<file path="src/rtl/regfile_arbiter.sv">
// ---------------------------------------------------------------------------
// regfile_arbiter
//   Shares one register file between the CPU core and a debug port. The core
//   owns the regfile ports by default. A pending debug request is granted as
//   soon as the core is idle. If the core stays busy, the request is forced
//   through after STARVE_LIMIT waiting cycles. A granted access stalls the
//   core while the debug access uses the ports.
//
// Ports
//   clk, reset            : clock, synchronous active-low reset
//   core_valid            : core issues regfile accesses this cycle
//   core_regwrite/_rs1adr/_rs2adr/_rdadr/_rd : core-side regfile request
//   core_stall            : core must hold its request fields
//   dbg_req/_we/_adr/_wdata : debug access request (held until dbg_ack)
//   dbg_ack               : one-cycle completion pulse
//   dbg_rdata             : debug read data, valid with dbg_ack
//   regwrite/rs1adr/rs2adr/rdadr/rd : regfile port drive
//   rs1                   : regfile read data (one cycle after rs1adr)
// ---------------------------------------------------------------------------
module regfile_arbiter #(
  parameter int STARVE_LIMIT = 8
) (
  input  logic        clk,
  input  logic        reset,
  input  logic        core_valid,
  input  logic        core_regwrite,
  input  logic [3:0]  core_rs1adr,
  input  logic [3:0]  core_rs2adr,
  input  logic [3:0]  core_rdadr,
  input  logic [31:0] core_rd,
  output logic        core_stall,
  input  logic        dbg_req,
  input  logic        dbg_we,
  input  logic [3:0]  dbg_adr,
  input  logic [31:0] dbg_wdata,
  output logic        dbg_ack,
  output logic [31:0] dbg_rdata,
  output logic        regwrite,
  output logic [3:0]  rs1adr,
  output logic [3:0]  rs2adr,
  output logic [3:0]  rdadr,
  output logic [31:0] rd,
  input  logic [31:0] rs1
);

  localparam logic [7:0] LIMIT = 8'(STARVE_LIMIT);

  typedef enum logic [1:0] {IDLE, GRANT, RDWAIT, ACK} state_t;

  state_t      r_state;
  logic [7:0]  r_starve_cnt;
  logic        r_core_stall;
  logic        r_dbg_ack;
  logic [31:0] r_dbg_rdata;
  logic        w_grant;

  // Grant immediately when the core is quiet, or once the request has waited
  // the full starvation budget.
  assign w_grant = (r_state == IDLE) && dbg_req &&
                   (!core_valid || (r_starve_cnt == LIMIT));

  always_ff @(posedge clk) begin
    if (!reset) begin
      r_state      <= IDLE;
      r_starve_cnt <= 8'd0;
      r_core_stall <= 1'b0;
      r_dbg_ack    <= 1'b0;
      r_dbg_rdata  <= 32'd0;
    end else begin
      r_dbg_ack <= 1'b0;
      case (r_state)
        IDLE: begin
          if (w_grant) begin
            r_state      <= GRANT;
            r_core_stall <= 1'b1;
            r_starve_cnt <= 8'd0;
          end else if (!dbg_req) begin
            r_starve_cnt <= 8'd0;
          end else if (core_valid && (r_starve_cnt != LIMIT)) begin
            r_starve_cnt <= r_starve_cnt + 8'd1;
          end
        end
        GRANT: begin
          // Writes commit in this cycle; reads need one more cycle for the
          // registered rs1 data to come back.
          if (dbg_we) begin
            r_state      <= ACK;
            r_core_stall <= 1'b0;
            r_dbg_ack    <= 1'b1;
          end else begin
            r_state <= RDWAIT;
          end
        end
        RDWAIT: begin
          r_dbg_rdata  <= rs1;
          r_state      <= ACK;
          r_core_stall <= 1'b0;
          r_dbg_ack    <= 1'b1;
        end
        ACK: begin
          r_state <= IDLE;
        end
        default: begin
          r_state      <= IDLE;
          r_core_stall <= 1'b0;
        end
      endcase
    end
  end

  // Regfile port mux: core fields pass through except during the debug slots.
  always_comb begin
    rs1adr   = core_rs1adr;
    rs2adr   = core_rs2adr;
    rdadr    = core_rdadr;
    rd       = core_rd;
    regwrite = core_regwrite & core_valid;
    case (r_state)
      GRANT: begin
        rs1adr   = dbg_adr;
        rdadr    = dbg_adr;
        rd       = dbg_wdata;
        regwrite = dbg_we;
      end
      RDWAIT:  regwrite = 1'b0;
      default: ;
    endcase
    // No regfile write may escape while reset is held.
    if (!reset) regwrite = 1'b0;
  end

  assign core_stall = r_core_stall;
  assign dbg_ack    = r_dbg_ack;
  assign dbg_rdata  = r_dbg_rdata;

endmodule

</file>
<file path="config.mk">
export PLATFORM = sky130hd
export DESIGN_NAME = regfile_arbiter
export DESIGN_NICKNAME = d
export VERILOG_FILES = /design/src/rtl/regfile_arbiter.sv
export SDC_FILE = /design/constraint.sdc
export NUM_CORES = 1
export LEC_CHECK = 0
export BUFFER_PORTS_ARGS = -buffer_cell sky130_fd_sc_hd__buf_2
export CAP_MARGIN = 0
export CORE_MARGIN = 2
export CORE_UTILIZATION = 42
export CTS_CLUSTER_SIZE = 16
export DETAILED_ROUTE_END_ITERATION = 16
export PLACE_DENSITY = 0.87
export SLEW_MARGIN = 20
export SYNTH_ARGS = -nofsm -noshare
export SYNTH_HDL_FRONTEND = slang
export SYNTH_SLANG_ARGS = --single-unit
</file>
<file path="constraint.sdc">
create_clock -name clk -period 3.9 [get_ports clk]
set_input_delay 0.195 -clock clk [delete_from_list [all_inputs] [get_ports clk]]
set_output_delay 0.195 -clock clk [all_outputs]
set_load 0.05 [all_outputs]
</file>
==> impl.org, run 1 <==
** Drt
- The first TritonRoute pass finished after 5 iterations.
- WL/cell :: 13.1 µm
- Number of nets still failing antenna checks after routing :: 0
- Number of vias after detailed routing :: 2411
- The detailed router finished its first iteration with 130 violations.
- After detailed routing, the number of remaining DRC violations is 0.
- After detailed routing, the number of vias per cell comes to 4.84.
- The routed design has 6530 µm of wire.

** Floorplanning
- Die extent in x :: 78.7 µm
- Boundary pin count :: about 200
- Starting density of the core :: 43.1%
- The core region is 5440 µm².
- After floorplanning, the core was divided into 27 placement rows.
- Floorplan die area :: between 6000 and 7000 µm²
- Die span in y :: 78.7 µm

** STA
- Setup TNS :: 0 ns
- Fmax achieved :: 0.417 GHz
- Setup repair after global routing left no endpoint under its margin.
- Final cycle utilization of the critical path :: 61.5%
- The number of pins with negative max-slew slack in the final report is 0.
- Hold Violations, Final :: 0
- Worst-case headroom to the max-slew limit :: roughly a third
- Clock skew after layout :: ~0.0084 ns
- Min Tclk post-route :: 2.40 ns
- Worst-margin pin slew :: 1.01 ns
- Setup violations remaining at the end of the flow were counted as 0.

** GRT
- Entering global routing, the biggest net connects 48 pins.
- Total routing usage reported by global routing :: 20.1%
- Initial antenna violation count :: 0
- Via count of the first global-routing pass :: between 2000 and 2500
- Wire length of the first global-routing pass :: 10100 µm
- Summed over all layers, the global routing overflow is 0.

** CTS
- The cell sitting at the root of the clock tree is a sky130_fd_sc_hd__clkbuf_8.
- Buffers added to address setup during post-CTS repair amount to 0.
- The number of gates resized after CTS was 0.
- Clock Path Buffers :: 2
- The H-tree generated during clock tree synthesis spans 2 levels.
- Number of sinks handled by clock tree synthesis :: 44
- Clock Latency Late Sink :: between 0.2 and 0.3 ns
- Clock edge transition at the registers on the reported setup and hold paths :: 0.09 ns
- Clock tree from TritonCTS :: done
- For this design, the CTS-stage hold fixing added 0 buffers.
- Number of clock buffers inserted by TritonCTS :: 5

** Logic synthesis
- Sequential-to-total area share from yosys stat :: 37.6%
- Post-synthesis sequential element count :: 44
- Cell with the most instances after synthesis :: sky130_fd_sc_hd__dfxtp_1
- By count the netlist is led by 44 x sky130_fd_sc_hd__dfxtp_1, 38 x sky130_fd_sc_hd__nor2_1, 33 x sky130_fd_sc_hd__mux2i_1.
- After synthesis, the share of flip-flops with an asynchronous set or reset is 0%.
- The synthesized netlist contains 32 unique library cells.
- Synth area leaders :: sky130_fd_sc_hd__dfxtp_1 38%, sky130_fd_sc_hd__mux2_2 15%, sky130_fd_sc_hd__mux2i_1 14%
- The biggest area contributor in the post-synthesis netlist is sky130_fd_sc_hd__dfxtp_1.
- Synthesis produced a netlist with a net count of 371.
- A synthesized cell averages 9.53 µm².
- Yosys mapped a number of flops with a built-in enable equal to 0.
- The mapped netlist covers about 2300 µm².
- The synthesized design devotes to its leading area cell type roughly 38% of total area.
- Gate Count Post-Synth :: around 250
- The Yosys step of the flow raised 0 warnings.
- For this run, the leading register cell type out of synthesis is sky130_fd_sc_hd__dfxtp_1.

** Run status
- The flow ran to the end, and the final reports show no timing, DRC or antenna violations.

** Cells and area
- Net count of the finished layout :: 550
- Once layout is complete, the cells apart from fillers number 498.
- Total inserted antenna cells :: 0
- Number of filler cells placed in the layout :: ~470
- Layout cells sized above 1 :: 55.6%
- The area growth from synthesis to layout is 46.2%.

** Worst setup path
- Type of the worst setup path :: flop to output port
- Worst setup SP type :: flop
- Maximum fanout count along the critical path :: 47
- For the worst setup path, the data arrival time is 2.20 ns.
- Critical path capture point type :: output port
- At the worst endpoint, the required time is roughly 3.7 ns.

** Place
- HPWL after detailed placement :: 5160 µm
- At the end of routability-driven placement, the weighted congestion stood at 0.835.
- Including well taps, the total number of placed cells is 490.
- In this run the tool buffered the top-level ports with about 190 buffer cells.

** Pwr
- Power comes to 2.76 mW.
- Summed over all cells, the static leakage comes to around 1.7 nW.
- Worst vdd rail ir drop :: 0.000441 V
- Pwr/cell area :: 805 nW/µm²

** Min path
- The tightest min-delay check is of the input port to flop type.

** Flow run
- The tool flagged a number of max-cap violations equal to 0.
[cells in the final DEF, fill, tap and decap left out]
cell and n:
sky130_fd_sc_hd__nand4_1 1, sky130_fd_sc_hd__bufinv_16 1, sky130_fd_sc_hd__nand3_1 4, sky130_fd_sc_hd__buf_4 1
sky130_fd_sc_hd__ha_2 2, sky130_fd_sc_hd__nor2_1 38, sky130_fd_sc_hd__nand4bb_1 1, sky130_fd_sc_hd__and3_2 1
sky130_fd_sc_hd__o2111ai_4 1, sky130_fd_sc_hd__a21oi_1 6, sky130_fd_sc_hd__a22o_1 6, sky130_fd_sc_hd__nand3b_1 1
sky130_fd_sc_hd__inv_1 16, sky130_fd_sc_hd__nand2_1 9, sky130_fd_sc_hd__ha_1 5, sky130_fd_sc_hd__nor2_2 1
sky130_fd_sc_hd__and3_1 2, sky130_fd_sc_hd__mux2_2 32, sky130_fd_sc_hd__buf_2 188, sky130_fd_sc_hd__mux2i_1 33
sky130_fd_sc_hd__nand2b_1 1, sky130_fd_sc_hd__a311oi_1 2, sky130_fd_sc_hd__or4b_4 1, sky130_fd_sc_hd__or4bb_1 1
sky130_fd_sc_hd__dfxtp_1 44, sky130_fd_sc_hd__and2b_2 1, sky130_fd_sc_hd__o221ai_4 1, sky130_fd_sc_hd__nor2b_1 2
sky130_fd_sc_hd__o211a_1 1, sky130_fd_sc_hd__o21ai_0 9, sky130_fd_sc_hd__nor3_1 2, sky130_fd_sc_hd__clkbuf_8 6
sky130_fd_sc_hd__o21ai_1 5, sky130_fd_sc_hd__clkinv_4 1
[worst max-delay path, stage by stage (launching register included)]
cell	delay, ns
sky130_fd_sc_hd__dfxtp_1	0.34
sky130_fd_sc_hd__inv_1	0.10
sky130_fd_sc_hd__ha_2	0.82
sky130_fd_sc_hd__mux2_2	0.42
sky130_fd_sc_hd__buf_2	0.21
[power breakdown]
| group | total, mW | internal (mW) | leakage [nW] | switching, mW |
|---|---|---|---|---|
| clock network | 0.366 | 0.210 | 0.0614 | 0.157 |
| registers | 0.590 | 0.539 | 0.357 | 0.0516 |
| logic | 1.80 | 0.538 | 1.30 | 1.26 |
[metrics by stage]
step           util (%)  hold WS [ns]  setup slack (ns)  cell area [µm²]
4_1_cts            63.0         0.122              1.48             3430
2_1_floorplan         -         0.317              1.52             2340
3_3_place_gp       60.8         0.390              1.90             3310
6_report           63.0         0.130              1.50             3430
5_1_grt            63.0         0.128              1.35             3430
3_5_place_dp       60.8         0.390              1.81             3310
[cell type report]
cell class,instances,area [µm²],area share (%)
sequential,44,881,25.7
timing repair buffer,189,948,27.7
inverter,16,60.1,1.75
tap,72,90.1,2.63
clock buffer,6,82.6,2.41
multi-input combinational,169,1330,38.7
clock inverter,2,38.8,1.13
[state kept, by name (all words and copies together), names as in the netlist]
| name | count |
|---|---|
| core_stall | 1 |
| dbg_ack | 1 |
| dbg_rdata | 32 |
| r_starve_cnt | 8 |
| r_state | 2 |
[metal layers]
metal,global-route usage (%),share of wire (%),wire [µm]
met1,22.9,40,2630
met2,37.4,51,3310
met3,5.34,8.5,556
met4,4.39,0.51,33
met5,0,0,0
[worst paths after layout]
check             depth (start not counted)          from            to  slack [ns]
hold reg to reg                           2  dbg_rdata[6]  dbg_rdata[6]        0.49
hold / removal                            3        rs1[6]  dbg_rdata[6]        0.13
setup / recovery                          4    r_state[1]         rd[9]        1.50
setup reg to reg                          4    r_state[1]    core_stall        2.03
[cells by family after synthesis]
family	count (synthesis)	synth area share (%)
mux	65	29.5
buf+inv	33	6.08
simple gates	66	13.2
flops	44	37.6
compound gates	31	9.93
fa+ha+maj	7	3.74
Note: power is estimated with default switching activity, not from simulation.
==> run 2, diff against run 1 <==
--- a/config.mk
+++ b/config.mk
@@ -8,10 +8,10 @@
 export BUFFER_PORTS_ARGS = -buffer_cell sky130_fd_sc_hd__buf_2
 export CAP_MARGIN = 0
 export CORE_MARGIN = 2
-export CORE_UTILIZATION = 42
+export CORE_UTILIZATION = 39
 export CTS_CLUSTER_SIZE = 16
 export DETAILED_ROUTE_END_ITERATION = 16
-export PLACE_DENSITY = 0.87
+export PLACE_DENSITY = 0.81
 export SLEW_MARGIN = 20
 export SYNTH_ARGS = -nofsm -noshare
 export SYNTH_HDL_FRONTEND = slang
==> constraint.sdc (replaced) <==
create_clock -name clk -period 2.4 [get_ports clk]
set_input_delay 0.12 -clock clk [delete_from_list [all_inputs] [get_ports clk]]
set_output_delay 0.12 -clock clk [all_outputs]
set_load 0.05 [all_outputs]
==> run 2 against run 1 <==
  * Register-to-register slack worse by 1.5 ns
  * Core utilization down 4.8 points
  * Sequential power rose by 62%
  * First-iteration DRC count fell by 42%
  * Combinational power grew 63%
  * Die area is 7.3% higher
  * Hold slack worse by 0.072 ns
  * Critical path type unchanged
  * Largest cell class unchanged
==> impl.org, run 2 (same netlist as run 1, synthesis figures left out) <==
** Pwr
- Proportion of power drawn by the clock network :: 10.2% (-3.1 points)
- Psw :: 2.39 mW (+62%)
- The power density relative to cell area came to 1270 nW/µm² (+58%).
- Leakage power of the design :: 1.71 nW (-0.63%)
- Sequential Power Share :: 22.1% (+0.7 points)
- Fraction of power spent switching nets :: 55.2% (+1.8 points)
- Worst vdd rail ir drop :: 0.00103 V (+130%)
- Internal power consumption :: 1.94 mW (+51%)
- Combinational power share :: 67.7% (+2.4 points)

** Floorplanning
- Rows :: 28 (+3.7%)
- The core box area was 5850 µm² (+7.6%).
- The area of the die was 6650 µm² (+7.3%).
- Die extent in x :: 81.5 µm (+3.6%)
- Starting density of the core :: 40.1% (-3.0 points)
- The die height was 81.5 µm (+3.6%).
- Boundary pin count :: 197 (unchanged)

** Place
- HPWL after detailed placement :: 5250 µm (+1.8%)
- The final estimated routing congestion in global placement is 0.817 (-2.2%).
- Count of buffers from port buffering :: 188 (unchanged)

** Drt
- The count of TritonRoute iterations in the first routing pass came to 4 (-1).
- The sum of met3 wire segment lengths after detailed routing was 545 µm (-2.0%).
- Routed wire length :: 6530 µm (about the same)
- The final routed DRC violation total was 0 (unchanged).
- Ratio of routed vias to standard cells :: 4.78 (-1.2%)
- The post-route antenna net violation count is 0 (unchanged).
- The detailed router's first-iteration violation count came to 75 (-42%).
- WL/cell :: 13.0 µm (-0.83%)
- The routed wire length on met2 came to 3190 µm (-3.6%).
- Top routing layer in use :: met4
- The routed metal-1 wire length was 2700 µm (+2.6%).
- The via total after detailed routing came to 2400 (-0.46%).

** GRT
- Largest net degree at the start of global routing :: 47 (-2.1%)
- The initial antenna violation count is 0 (unchanged).
- Wire length of the first global-routing pass :: 9930 µm (-1.6%)
- The global-route congestion overflow total came to 0 (unchanged).
- Total routing usage reported by global routing :: 19.0% (-1.1 points)
- Via count of the first global-routing pass :: 2223 (-2.1%)

** CTS
- Clock Path Buffers :: 2 (unchanged)
- The TritonCTS buffer count came to 5 (unchanged).
- The maximum level of the CTS H-tree came to 2 (unchanged).
- The hold buffer count at CTS was 0 (unchanged).
- Number of buffers inserted to repair setup after CTS :: 0 (unchanged)
- The cell sitting at the root of the clock tree is a sky130_fd_sc_hd__clkbuf_8.
- The clock latency reported for the late side of the worst-skew pair was 0.29 ns (about the same).
- Clock edge transition at the registers on the reported setup and hold paths :: 0.09 ns (about the same)
- The number of clock sinks came to 44 (unchanged).
- TritonCTS built the clock tree.
- The post-cts resize count is 0 (unchanged).

** Worst setup path
- Arrival time worst endpoint :: 2.00 ns (-0.20 ns)
- Type of the worst setup path :: flop to output port
- The data required time at the worst endpoint is 2.28 ns (-1.42 ns).
- The worst-path maximum fanout came to 46 (-2.1%).
- The worst setup path is launched from a flop.
- Critical path capture point type :: output port

** STA
- The final number of setup-violating endpoints was 0 (unchanged).
- Final cycle utilization of the critical path :: 88.3%
- The number of pins with negative max-slew slack in the final report is 0 (unchanged).
- The worst-case clock skew came to 0.00893 ns (+0.000493 ns).
- Fmax achieved :: about 0.47 GHz
- Setup TNS :: 0 ns (unchanged)
- Min Tclk post-route :: 2.12 ns
- The worst slack on hold paths came to 0.0590 ns (-0.0715 ns).
- Hold Violations, Final :: 0 (unchanged)
- The transition time at the pin with the least slew margin came to 0.540 ns (-0.472 ns).
- Setup repair after global routing left no endpoint under its margin.
- Worst-case headroom to the max-slew limit :: 64.0% (+31 points)

** Cells and area
- Most frequent cells in the layout :: 188 x sky130_fd_sc_hd__buf_2, 44 x sky130_fd_sc_hd__dfxtp_1, 38 x sky130_fd_sc_hd__nor2_1
- Syn-to-layout area delta :: 45.3%
- The number of flip-flops in the largest register was 32 (unchanged).
- The combined flip-flop and latch cell area is 881 µm² (unchanged).
- Layout cells sized above 1 :: 55.7% (+0.10 points)
- Number of filler cells placed in the layout :: 536 (+14%)
- The library cell used most frequently in the layout, excluding fill and tap cells, is sky130_fd_sc_hd__buf_2.
- Total inserted antenna cells :: 0 (unchanged)
- The area of combinational cells with multiple inputs came to 1330 µm² (unchanged).
- The net total in the final layout came to 552 (+0.36%).

** Flow run
- MaxCap Viol Count :: 0 (unchanged)

** Min path
- The worst hold path belongs to the class input port to flop.

** Run status
- Outcome :: complete, no violations
run 2: area by class of cell:
| class | count | share of cell area [%] |
|---|---|---|
| multi-input combinational | 169 | 38.9 |
| timing repair buffer | 191 | 28.3 |
| sequential | 44 | 25.9 |
| tap | 75 | 2.76 |
| clock buffer | 5 | 2.02 |
| inverter | 16 | 1.76 |
| clock inverter | 2 | 0.367 |
run 2: final timing paths:
path                         from               to  slack (ns)  depth (start not counted)
setup / recovery       r_state[1]           rd[26]        0.28                          5
hold / removal            rs1[25]    dbg_rdata[25]        0.06                          3
setup reg to reg  r_starve_cnt[0]  r_starve_cnt[3]        0.55                          6
hold reg to reg      dbg_rdata[7]     dbg_rdata[7]        0.49                          2
run 2: power by group through the flow:
| stage | Combinational [mW] | Sequential [mW] | Clock [mW] |
|---|---|---|---|
| 6_report | 2.93 | 0.957 | 0.442 |
| 5_1_grt | 3.09 | 0.974 | 0.484 |
| 2_1_floorplan | 1.96 | 1.38 | 0 |
| 4_1_cts | 2.94 | 0.958 | 0.458 |
| 3_3_place_gp | 2.89 | 0.964 | 0 |
| 3_5_place_dp | 2.94 | 0.971 | 0 |
run 2: stage by stage:
step	utilization (%)	setup slack, ns	area [µm²]	power [mW]	std cells
2_1_floorplan	-	0.0991	2340	3.34	246
3_3_place_gp	56.8	0.635	3320	3.85	495
3_5_place_dp	56.8	0.576	3320	3.91	495
4_1_cts	58.2	0.285	3410	4.36	502
5_1_grt	58.2	0.133	3410	4.55	502
6_report	58.2	0.280	3410	4.33	502
run 2: worst max-delay path, cell delays in order (launching register included):
cell and delay [ns]:
sky130_fd_sc_hd__dfxtp_1 0.35, sky130_fd_sc_hd__inv_1 0.11, sky130_fd_sc_hd__ha_2 0.18, sky130_fd_sc_hd__buf_4 0.42, sky130_fd_sc_hd__mux2_2 0.41, sky130_fd_sc_hd__buf_2 0.22
run 2: metal layers:
metal,GRT usage (%),vias to the layer above
met5,0,-
li1,-,1204
met3,5.49,11
met2,32.6,101
met1,22.5,1084
met4,6.44,0
